[config.mk]
export PLATFORM = sky130hd
export DESIGN_NAME = cde_jtag_tap_ctrl_multi
export DESIGN_NICKNAME = d
export VERILOG_FILES = /design/src/rtl/cde_jtag_tap_ctrl_multi.sv
export SDC_FILE = /design/constraint.sdc
export NUM_CORES = 1
export LEC_CHECK = 0
export CORE_ASPECT_RATIO = 1.5
export CORE_MARGIN = 8
export CORE_UTILIZATION = 40
export CTS_CLUSTER_DIAMETER = 60
export DETAILED_ROUTE_END_ITERATION = 6
export GPL_TIMING_DRIVEN = 0
export PLACE_DENSITY_LB_ADDON = 0.15
export SLEW_MARGIN = 20
export SYNTH_ARGS = -nofsm -noshare
export SYNTH_HDL_FRONTEND = slang
export SYNTH_SLANG_ARGS = --single-unit
[constraint.sdc]
create_clock -name clk -period 2.6 [get_ports clk]
set_clock_uncertainty 0.1 [all_clocks]
set_input_delay 0.65 -clock clk [delete_from_list [all_inputs] [get_ports clk]]
set_output_delay 0.65 -clock clk [all_outputs]
set_load 0.01 [all_outputs]
[src/rtl/cde_jtag_tap_ctrl_multi.sv]
// ---------------------------------------------------------------------------
// cde_jtag_tap_ctrl_multi
//
// IEEE 1149.1 TAP controller for a single JTAG port. It contains the 16-state
// TAP FSM, a parametrised-length instruction register, the bypass and IDCODE
// registers, boundary-scan mode decode, and NUM_USER user data-register
// channels with TDO multiplexing and retiming.
//
// Ports:
//   clk              TCK; every flop uses the rising edge
//   reset            synchronous active-high reset (TRST equivalent)
//   tms, tdi         JTAG mode select / serial data in
//   tdo, tdo_oe      registered serial data out and its pad enable
//   instruction      active instruction
//   test_logic_reset FSM is in Test-Logic-Reset
//   capture_dr       FSM is in Capture-DR
//   shift_dr         FSM is in Shift-DR
//   update_dr        FSM is in Update-DR
//   user_select      one-hot active user DR channel
//   user_tdo_i       serial outputs of the user DRs
//   bsr_select       EXTEST or SAMPLE active
//   bsr_tdo_i        boundary scan register serial out
//   extest, sample,
//   clamp, highz     instruction decode flags
//   tdi_o            tdi passthrough to the DR chain
// ---------------------------------------------------------------------------
module cde_jtag_tap_ctrl_multi #(
    parameter int unsigned            INST_LENGTH = 4,
    parameter int unsigned            NUM_USER    = 2,
    parameter logic [INST_LENGTH-1:0] USER_BASE   = 4'b1001,
    parameter logic [INST_LENGTH-1:0] INST_RESET  = 4'b1111,
    parameter logic [INST_LENGTH-1:0] BYPASS      = 4'b1111,
    parameter logic [INST_LENGTH-1:0] IDCODE      = 4'b0011,
    parameter logic [INST_LENGTH-1:0] EXTEST      = 4'b0000,
    parameter logic [INST_LENGTH-1:0] SAMPLE      = 4'b0001,
    parameter logic [INST_LENGTH-1:0] CLAMP       = 4'b1000,
    parameter logic [INST_LENGTH-1:0] HIGHZ       = 4'b0010,
    parameter logic [31:0]            CHIP_ID_VAL = 32'h0000_0001
) (
    input  logic                   clk,
    input  logic                   reset,
    input  logic                   tms,
    input  logic                   tdi,
    output logic                   tdo,
    output logic                   tdo_oe,
    output logic [INST_LENGTH-1:0] instruction,
    output logic                   test_logic_reset,
    output logic                   capture_dr,
    output logic                   shift_dr,
    output logic                   update_dr,
    output logic [NUM_USER-1:0]    user_select,
    input  logic [NUM_USER-1:0]    user_tdo_i,
    output logic                   bsr_select,
    input  logic                   bsr_tdo_i,
    output logic                   extest,
    output logic                   sample,
    output logic                   clamp,
    output logic                   highz,
    output logic                   tdi_o
);

    typedef enum logic [3:0] {
        TEST_LOGIC_RESET,
        RUN_TEST_IDLE,
        SELECT_DR_SCAN,
        CAPTURE_DR,
        SHIFT_DR,
        EXIT1_DR,
        PAUSE_DR,
        EXIT2_DR,
        UPDATE_DR,
        SELECT_IR_SCAN,
        CAPTURE_IR,
        SHIFT_IR,
        EXIT1_IR,
        PAUSE_IR,
        EXIT2_IR,
        UPDATE_IR
    } tap_state_t;

    // Fixed 1149.1 capture pattern for the IR: ...0001.
    localparam logic [INST_LENGTH-1:0] IR_CAPTURE = INST_LENGTH'(2'b01);
    // IDCODE bit 0 must always read as 1.
    localparam logic [31:0]            ID_CAPTURE = CHIP_ID_VAL | 32'h1;

    tap_state_t             state_q;
    tap_state_t             state_d;
    logic                   in_shift_ir;
    logic                   in_shift_dr;

    logic [INST_LENGTH-1:0] ir_shift_q;
    logic [INST_LENGTH-1:0] instruction_q;
    logic                   bypass_q;
    logic [31:0]            id_q;

    logic                   hit_bypass;
    logic                   hit_idcode;
    logic                   hit_extest;
    logic                   hit_sample;
    logic                   hit_clamp;
    logic                   hit_highz;
    logic                   fixed_hit;
    logic                   user_taken;
    logic [NUM_USER-1:0]    user_sel;
    logic                   tdo_mux;

    // -----------------------------------------------------------------------
    // TAP FSM
    // -----------------------------------------------------------------------
    always_ff @(posedge clk) begin
        if (reset) begin
            state_q <= TEST_LOGIC_RESET;
        end else begin
            state_q <= state_d;
        end
    end

    always_comb begin
        state_d          = state_q;
        test_logic_reset = 1'b0;
        capture_dr       = 1'b0;
        shift_dr         = 1'b0;
        update_dr        = 1'b0;
        in_shift_ir      = 1'b0;
        in_shift_dr      = 1'b0;

        case (state_q)
            TEST_LOGIC_RESET: state_d = tms ? TEST_LOGIC_RESET : RUN_TEST_IDLE;
            RUN_TEST_IDLE:    state_d = tms ? SELECT_DR_SCAN   : RUN_TEST_IDLE;
            SELECT_DR_SCAN:   state_d = tms ? SELECT_IR_SCAN   : CAPTURE_DR;
            CAPTURE_DR:       state_d = tms ? EXIT1_DR         : SHIFT_DR;
            SHIFT_DR:         state_d = tms ? EXIT1_DR         : SHIFT_DR;
            EXIT1_DR:         state_d = tms ? UPDATE_DR        : PAUSE_DR;
            PAUSE_DR:         state_d = tms ? EXIT2_DR         : PAUSE_DR;
            EXIT2_DR:         state_d = tms ? UPDATE_DR        : SHIFT_DR;
            UPDATE_DR:        state_d = tms ? SELECT_DR_SCAN   : RUN_TEST_IDLE;
            SELECT_IR_SCAN:   state_d = tms ? TEST_LOGIC_RESET : CAPTURE_IR;
            CAPTURE_IR:       state_d = tms ? EXIT1_IR         : SHIFT_IR;
            SHIFT_IR:         state_d = tms ? EXIT1_IR         : SHIFT_IR;
            EXIT1_IR:         state_d = tms ? UPDATE_IR        : PAUSE_IR;
            PAUSE_IR:         state_d = tms ? EXIT2_IR         : PAUSE_IR;
            EXIT2_IR:         state_d = tms ? UPDATE_IR        : SHIFT_IR;
            UPDATE_IR:        state_d = tms ? SELECT_DR_SCAN   : RUN_TEST_IDLE;
            default:          state_d = TEST_LOGIC_RESET;
        endcase

        test_logic_reset = (state_q == TEST_LOGIC_RESET);
        capture_dr       = (state_q == CAPTURE_DR);
        shift_dr         = (state_q == SHIFT_DR);
        update_dr        = (state_q == UPDATE_DR);
        in_shift_ir      = (state_q == SHIFT_IR);
        in_shift_dr      = (state_q == SHIFT_DR);
    end

    // -----------------------------------------------------------------------
    // Instruction register
    // -----------------------------------------------------------------------
    always_ff @(posedge clk) begin
        if (reset) begin
            ir_shift_q    <= '0;
            instruction_q <= INST_RESET;
        end else begin
            if (state_q == CAPTURE_IR) begin
                ir_shift_q <= IR_CAPTURE;
            end else if (state_q == SHIFT_IR) begin
                ir_shift_q <= {tdi, ir_shift_q[INST_LENGTH-1:1]};
            end

            if (state_q == TEST_LOGIC_RESET) begin
                instruction_q <= INST_RESET;
            end else if (state_q == UPDATE_IR) begin
                instruction_q <= ir_shift_q;
            end
        end
    end

    // The override makes reset take effect on the active instruction
    // immediately rather than one edge later.
    always_comb begin
        instruction = instruction_q;
        if (reset || (state_q == TEST_LOGIC_RESET)) begin
            instruction = INST_RESET;
        end
    end

    // -----------------------------------------------------------------------
    // Instruction decode. Fixed opcodes win over user channels, in the order
    // BYPASS, IDCODE, EXTEST, SAMPLE, CLAMP, HIGHZ; among user channels the
    // lowest index wins so user_select stays one-hot if opcodes wrap.
    // -----------------------------------------------------------------------
    always_comb begin
        hit_bypass = (instruction == BYPASS);
        hit_idcode = (instruction == IDCODE) && !hit_bypass;
        hit_extest = (instruction == EXTEST) && !hit_bypass && !hit_idcode;
        hit_sample = (instruction == SAMPLE) && !hit_bypass && !hit_idcode
                     && !hit_extest;
        hit_clamp  = (instruction == CLAMP)  && !hit_bypass && !hit_idcode
                     && !hit_extest && !hit_sample;
        hit_highz  = (instruction == HIGHZ)  && !hit_bypass && !hit_idcode
                     && !hit_extest && !hit_sample && !hit_clamp;
        fixed_hit  = hit_bypass | hit_idcode | hit_extest | hit_sample
                     | hit_clamp | hit_highz;

        user_sel   = '0;
        user_taken = fixed_hit;
        for (int unsigned k = 0; k < NUM_USER; k++) begin
            if (!user_taken && (instruction == USER_BASE + INST_LENGTH'(k))) begin
                user_sel[k] = 1'b1;
                user_taken  = 1'b1;
            end
        end
    end

    assign extest      = hit_extest;
    assign sample      = hit_sample;
    assign clamp       = hit_clamp;
    assign highz       = hit_highz;
    assign bsr_select  = hit_extest | hit_sample;
    assign user_select = user_sel;
    assign tdi_o       = tdi;

    // -----------------------------------------------------------------------
    // Bypass and IDCODE data registers
    // -----------------------------------------------------------------------
    always_ff @(posedge clk) begin
        if (reset) begin
            bypass_q <= 1'b0;
            id_q     <= '0;
        end else begin
            if (state_q == CAPTURE_DR) begin
                bypass_q <= 1'b0;
                if (hit_idcode) begin
                    id_q <= ID_CAPTURE;
                end
            end else if (state_q == SHIFT_DR) begin
                bypass_q <= tdi;
                if (hit_idcode) begin
                    id_q <= {tdi, id_q[31:1]};
                end
            end
        end
    end

    // -----------------------------------------------------------------------
    // TDO source selection and retiming
    // -----------------------------------------------------------------------
    always_comb begin
        tdo_mux = bypass_q;
        if (in_shift_ir) begin
            tdo_mux = ir_shift_q[0];
        end else if (hit_idcode) begin
            tdo_mux = id_q[0];
        end else if (hit_extest || hit_sample) begin
            tdo_mux = bsr_tdo_i;
        end else if (|user_sel) begin
            tdo_mux = |(user_sel & user_tdo_i);
        end
    end

    always_ff @(posedge clk) begin
        if (reset) begin
            tdo    <= 1'b0;
            tdo_oe <= 1'b0;
        end else begin
            tdo_oe <= in_shift_ir | in_shift_dr;
            tdo    <= (in_shift_ir | in_shift_dr) ? tdo_mux : 1'b0;
        end
    end

endmodule

======== Word level (Yosys, flattened, before mapping) ========
Cells that the tools add are included.
operators by class
  equal/unequal tests ..................... 22
  muxes and demuxes ....................... 27
  bitwise gates (word level) .............. 9
  reductions and logical operators ........ 40
operators with widths
  operator              count
  $mux W32              4
  $eq A4 B4 Y1 const B  12
  $pmux W4 S12          1
  $mux W4               5
  $logic_and A1 B1 Y1   17
  $eq A4 B2 Y1 const B  4
  $eq A4 B3 Y1 const B  4
  $reduce_or A2 Y1      8
  $mux W1               12
  $eq A4 B1 Y1 const B  2
  $logic_not A4 Y1      2
  $logic_not A1 Y1      7
  $or A1 B1 Y1          7
  $mux W2               3
  $mux W3               2
  $reduce_bool A2 Y1    2
  $reduce_or A3 Y1      1
  $and A2 B2 Y2         1
  $logic_or A1 B1 Y1    2
  $reduce_and A2 Y1     1
  $not A1 Y1            1
word-level totals
  register bits ........................... 47
  input bits .............................. 7
  output and inout port bits .............. 18
  logic and storage cells ................. 106

======== Logic depth before layout (Yosys ltp) ========
  depth in word-level cells ............... 27
  mapped depth ............................ 8
  gate-level depth less buffers ........... 5

======== Worst setup path after synthesis ========
OpenSTA, ideal clock, no wires.
  path type ............................... input port to output port
  start ................................... input port reset
  end ..................................... output port sample
  arrival time ............................ 1.788 ns
  required time ........................... 1.850 ns
  slack ................................... 0.062 ns
  stages on the path ...................... 5
  path buffers ............................ 1
  cells stage by stage .................... buf_6 -> or3_4 -> or2_2 -> nor2_1 -> and2_1
on the way
  word-level cells in the longest chain between the ends .. 9
  elaborated cells between the ends (all ways) .. 15
  those cells by class .................... 3 x eq/ne; 1 x mux; 11 x reduce/logical
ends and longest elaborated chain
  item                   RTL line       text
  start, declared        41             input logic reset,
  $logic_or A1 B1 Y1 *   181            if (reset || (state_q == TEST_LOGIC_RESET)) begin
  $mux W4 *              181
  $eq A4 B4 Y1           192            hit_bypass = (instruction == BYPASS);
  $logic_not A1 Y1       193, 194, 195
  $logic_and A1 B1 Y1    193            hit_idcode = (instruction == IDCODE) && !hit_bypass;
  $logic_not A1 Y1       194, 195
  $logic_and A1 B1 Y1    194            hit_extest = (instruction == EXTEST) && !hit_bypass && !hit_idcode;
  $logic_not A1 Y1       196            && !hit_extest;
  $logic_and A1 B1 Y1 *  196
  end, declared          56             output logic sample,
Every way passes the cells marked *; elsewhere a longest branch is shown, timed or not.

======== Worst setup path in the final report ========
  start ................................... register state_q[0]
  end ..................................... output port clamp
on the way
  word-level cells in the longest chain between the ends .. 12
  elaborated cells between the ends (all ways) .. 22
  those cells by class .................... 4 x eq/ne; 1 x mux; 17 x reduce/logical
ends and longest elaborated chain
  item                    RTL line       text
  start, declared         86             tap_state_t state_q;
  start signal, assigned  114            state_q <= state_d;
  $logic_not A4 Y1 *      181
  $logic_or A1 B1 Y1 *    181
  $mux W4 *               181
  $eq A4 B4 Y1            192
  $logic_not A1 Y1        n/a
  $logic_and A1 B1 Y1     193
  $logic_not A1 Y1        194, 195, 197
  $logic_and A1 B1 Y1     194
  $logic_not A1 Y1        196, 198
  $logic_and A1 B1 Y1     196
  $logic_not A1 Y1        198            && !hit_extest && !hit_sample;
  $logic_and A1 B1 Y1 *   198
  end, declared           57             output logic clamp,
Marked as above.

==> results.json <==
{
  "syn_area_um2": 2190,
  "vias": 2015,
  "yosysWarningCount": 0,
  "critPathCaptureType": "output pin",
  "syn-num-nets": 267,
  "critPathKind": "flip-flop to output pin",
  "grt_pass1_vias": 1986,
  "wire_per_inst_um": 15.2,
  "fp.dieH_um": 107,
  "synthArstFlopShare": 0,
  "grt_max_degree": 16,
  "worstPathCellList": "buf_6 -> nor4_4 -> or4b_4 -> nor3_1 -> clkdlybuf4s15_2",
  "slew_violations": 0,
  "setup_slack_ps": 75.4,
  "cts_sinks": 47,
  "worstPathMaxFanout": 9,
  "overflow": 0,
  "rsz0062_at_grt": "true",
  "worstSetupStartpointType": "flip-flop",
  "leakagePower_nw": 1.06,
  "clock_latency_ps": 300,
  "cp_top_family": "simple AND/OR/NAND/NOR gates",
  "cts-root-buf": "clkbuf_8",
  "drc_errors": 0,
  "yosysUniqueCellTypes": 47,
  "num-fill-cells": 544,
  "dpl_cell_area_um2": 2500,
  "period_share": 0.971,
  "crit_path_max_incr_delay_ps": 520,
  "nets": 302,
  "status": "finished, final reports clean",
  "timing.max_cap.violations": 0,
  "final_common_cell": "dfxtp_1",
  "hold_viol_final": 0,
  "design.die.area_um2": 8140,
  "area_growth_pct": 23.4,
  "synth_top_cell_area_share": 0.430,
  "firstDrtPassIters": 4,
  "ir_worst_vdd_mv": 0.378,
  "cts-buffers-inserted": 5,
  "start_util": 0.408,
  "drtIter0Drc": 138,
  "port_buffers": 22,
  "synth_ff_type": "dfxtp_1",
  "reg2reg_from": "state_q[0]",
  "avgViaCountPerCell": 5.51,
  "fin_cells": 366,
  "core_um2": 5370,
  "track_usage": 0.143,
  "rr_worst_depth": 10,
  "power_density_nw_per_um2": 503,
  "rrSetupSlack_ps": 270,
  "dp_slack_ps": -389,
  "avgSynthCellArea_um2": 8.42,
  "diodes": 0,
  "postCtsHoldBufs": 0,
  "synth_area_leaders": "dfxtp_1 (43%), nand2_1 (7.2%), mux2i_1 (6.4%)",
  "finalSetupViolations": 0,
  "yosysSeqAreaShare": 0.430,
  "hold_path_end": "id_q[11]",
  "cp.arrival_ps": 1770,
  "critical_path_required_ps": 1850,
  "antenna_found_initial": 0,
  "synth.largest_area_cell": "dfxtp_1",
  "cts_buffer_depth": 2,
  "drive_above_1_share": 0.186,
  "hold_depth": 2,
  "hp-class": "flip-flop to flip-flop",
  "fin_area_um2": 2700,
  "dp_hpwl_um": 3920,
  "finalCoreUtilization": 0.503,
  "min_from": "id_q[12]",
  "io-pin-count": 25,
  "layout_common_cells": "dfxtp_1 (45), nand2_1 (42), nor2_1 (14), mux2i_1 (14), o21ai_0 (14)",
  "synth_seq_cells": 47,
  "drtAntennaViolNets": 0,
  "die_width_um": 76.4,
  "tightest_slew_ps": 656,
  "cts.clk_slew.worst_paths_ps": 90,
  "crit_buf_inv": 2,
  "slowest_stage": "or4b_4",
  "placed_cells": 352,
  "grt_pass1_wl_um": 9690,
  "cp.depth": 5,
  "postSynthCellCount": 260,
  "r2r_end": "id_q[7]",
  "synth_edf_count": 0,
  "drt_wl_total_um": 5550,
  "fp-row-count": 33,
  "globalplace.congestion": 0.885,
  "cts.htree.levels": 2,
  "finalCriticalPeriod_ps": 2520,
  "fmax_mhz": 396,
  "relSlewSlack": 0.563,
  "cts_tree": "yes",
  "hold_slack_ps": 360
}
[where the power goes]
part	switching, mW	internal (mW)
combinational	0.0592	0.0435
clock	0.247	0.286
sequential	0.00185	0.722
[sequential cells by signal, indices dropped and copies added, names as in the netlist]
name	count
bypass_q	1
id_q	32
instruction_q	4
ir_shift_q	4
state_q	4
tdo	1
tdo_oe	1
[synthesized netlist by cell type (all sizes together) (6+ instances only)]
master  count
a21oi       7
nor4       11
nor3        6
nor2       15
clkbuf     14
dfxtp      47
inv         8
or3         6
nand3       6
buf        10
or4         7
a31o       11
o21ai      14
nand2      42
mux2i      14
[through the flow]
step | power, mW | setup TNS [ps]
after CTS | 1.37 | 0
after global placement | 0.822 | -2930
final | 1.36 | 0
after global routing | 1.41 | -8.17
after detailed placement | 0.823 | -2910
after floorplan | 0.791 | 0
[logic make-up after synthesis]
logic type,share of synthesized area
multiplexers,0.0640
flip-flops,0.430
buffers and inverters,0.0640
AO/OA/AOI/OAI,0.169
AND/OR/NAND/NOR,0.269
XOR/XNOR,0.00400
[per-layer routing]
layer,track usage,wire length [um]
met5,0,0
met4,0.0387,55
met3,0.0293,187
met2,0.262,2960
met1,0.162,2340
[final cells by class]
type	instances	area (um^2)	share of cell area
multi-input cells	181	1140	0.421
repair buffers	30	268	0.0991
inverters	8	30.0	0.0111
plain buffers	22	123	0.0454
clock buffers	5	68.8	0.0255
clock inverters	3	43.8	0.0162
well taps	70	87.6	0.0324
flip-flops and latches	47	943	0.349
[tightest hold or removal path, stage by stage (launching register included)]
cell and delay, ps:
dfxtp_1 320, nand2_1 50, mux2i_1 50
[how the worst max path moves through the flow]
| stage | startpoint | endpoint | slack, ps |
|---|---|---|---|
| after floorplan | reset | sample | 60 |
| after global placement | reset | user_select[0] | -400 |
| after detailed placement | reset | user_select[0] | -390 |
| after CTS | state_q[0] | user_select[0] | 30 |
| after global routing | state_q[3] | update_dr | -8 |
| final | state_q[0] | clamp | 80 |
[timing repair]
item,4_1_cts,5_1_grt
pin swaps,2,1
buffers inserted,6,2
setup endpoints to repair,16,4
hold endpoints to repair,0,0
gates cloned,0,0
gates resized for setup,36,8
(Power assumes the default switching activity.)
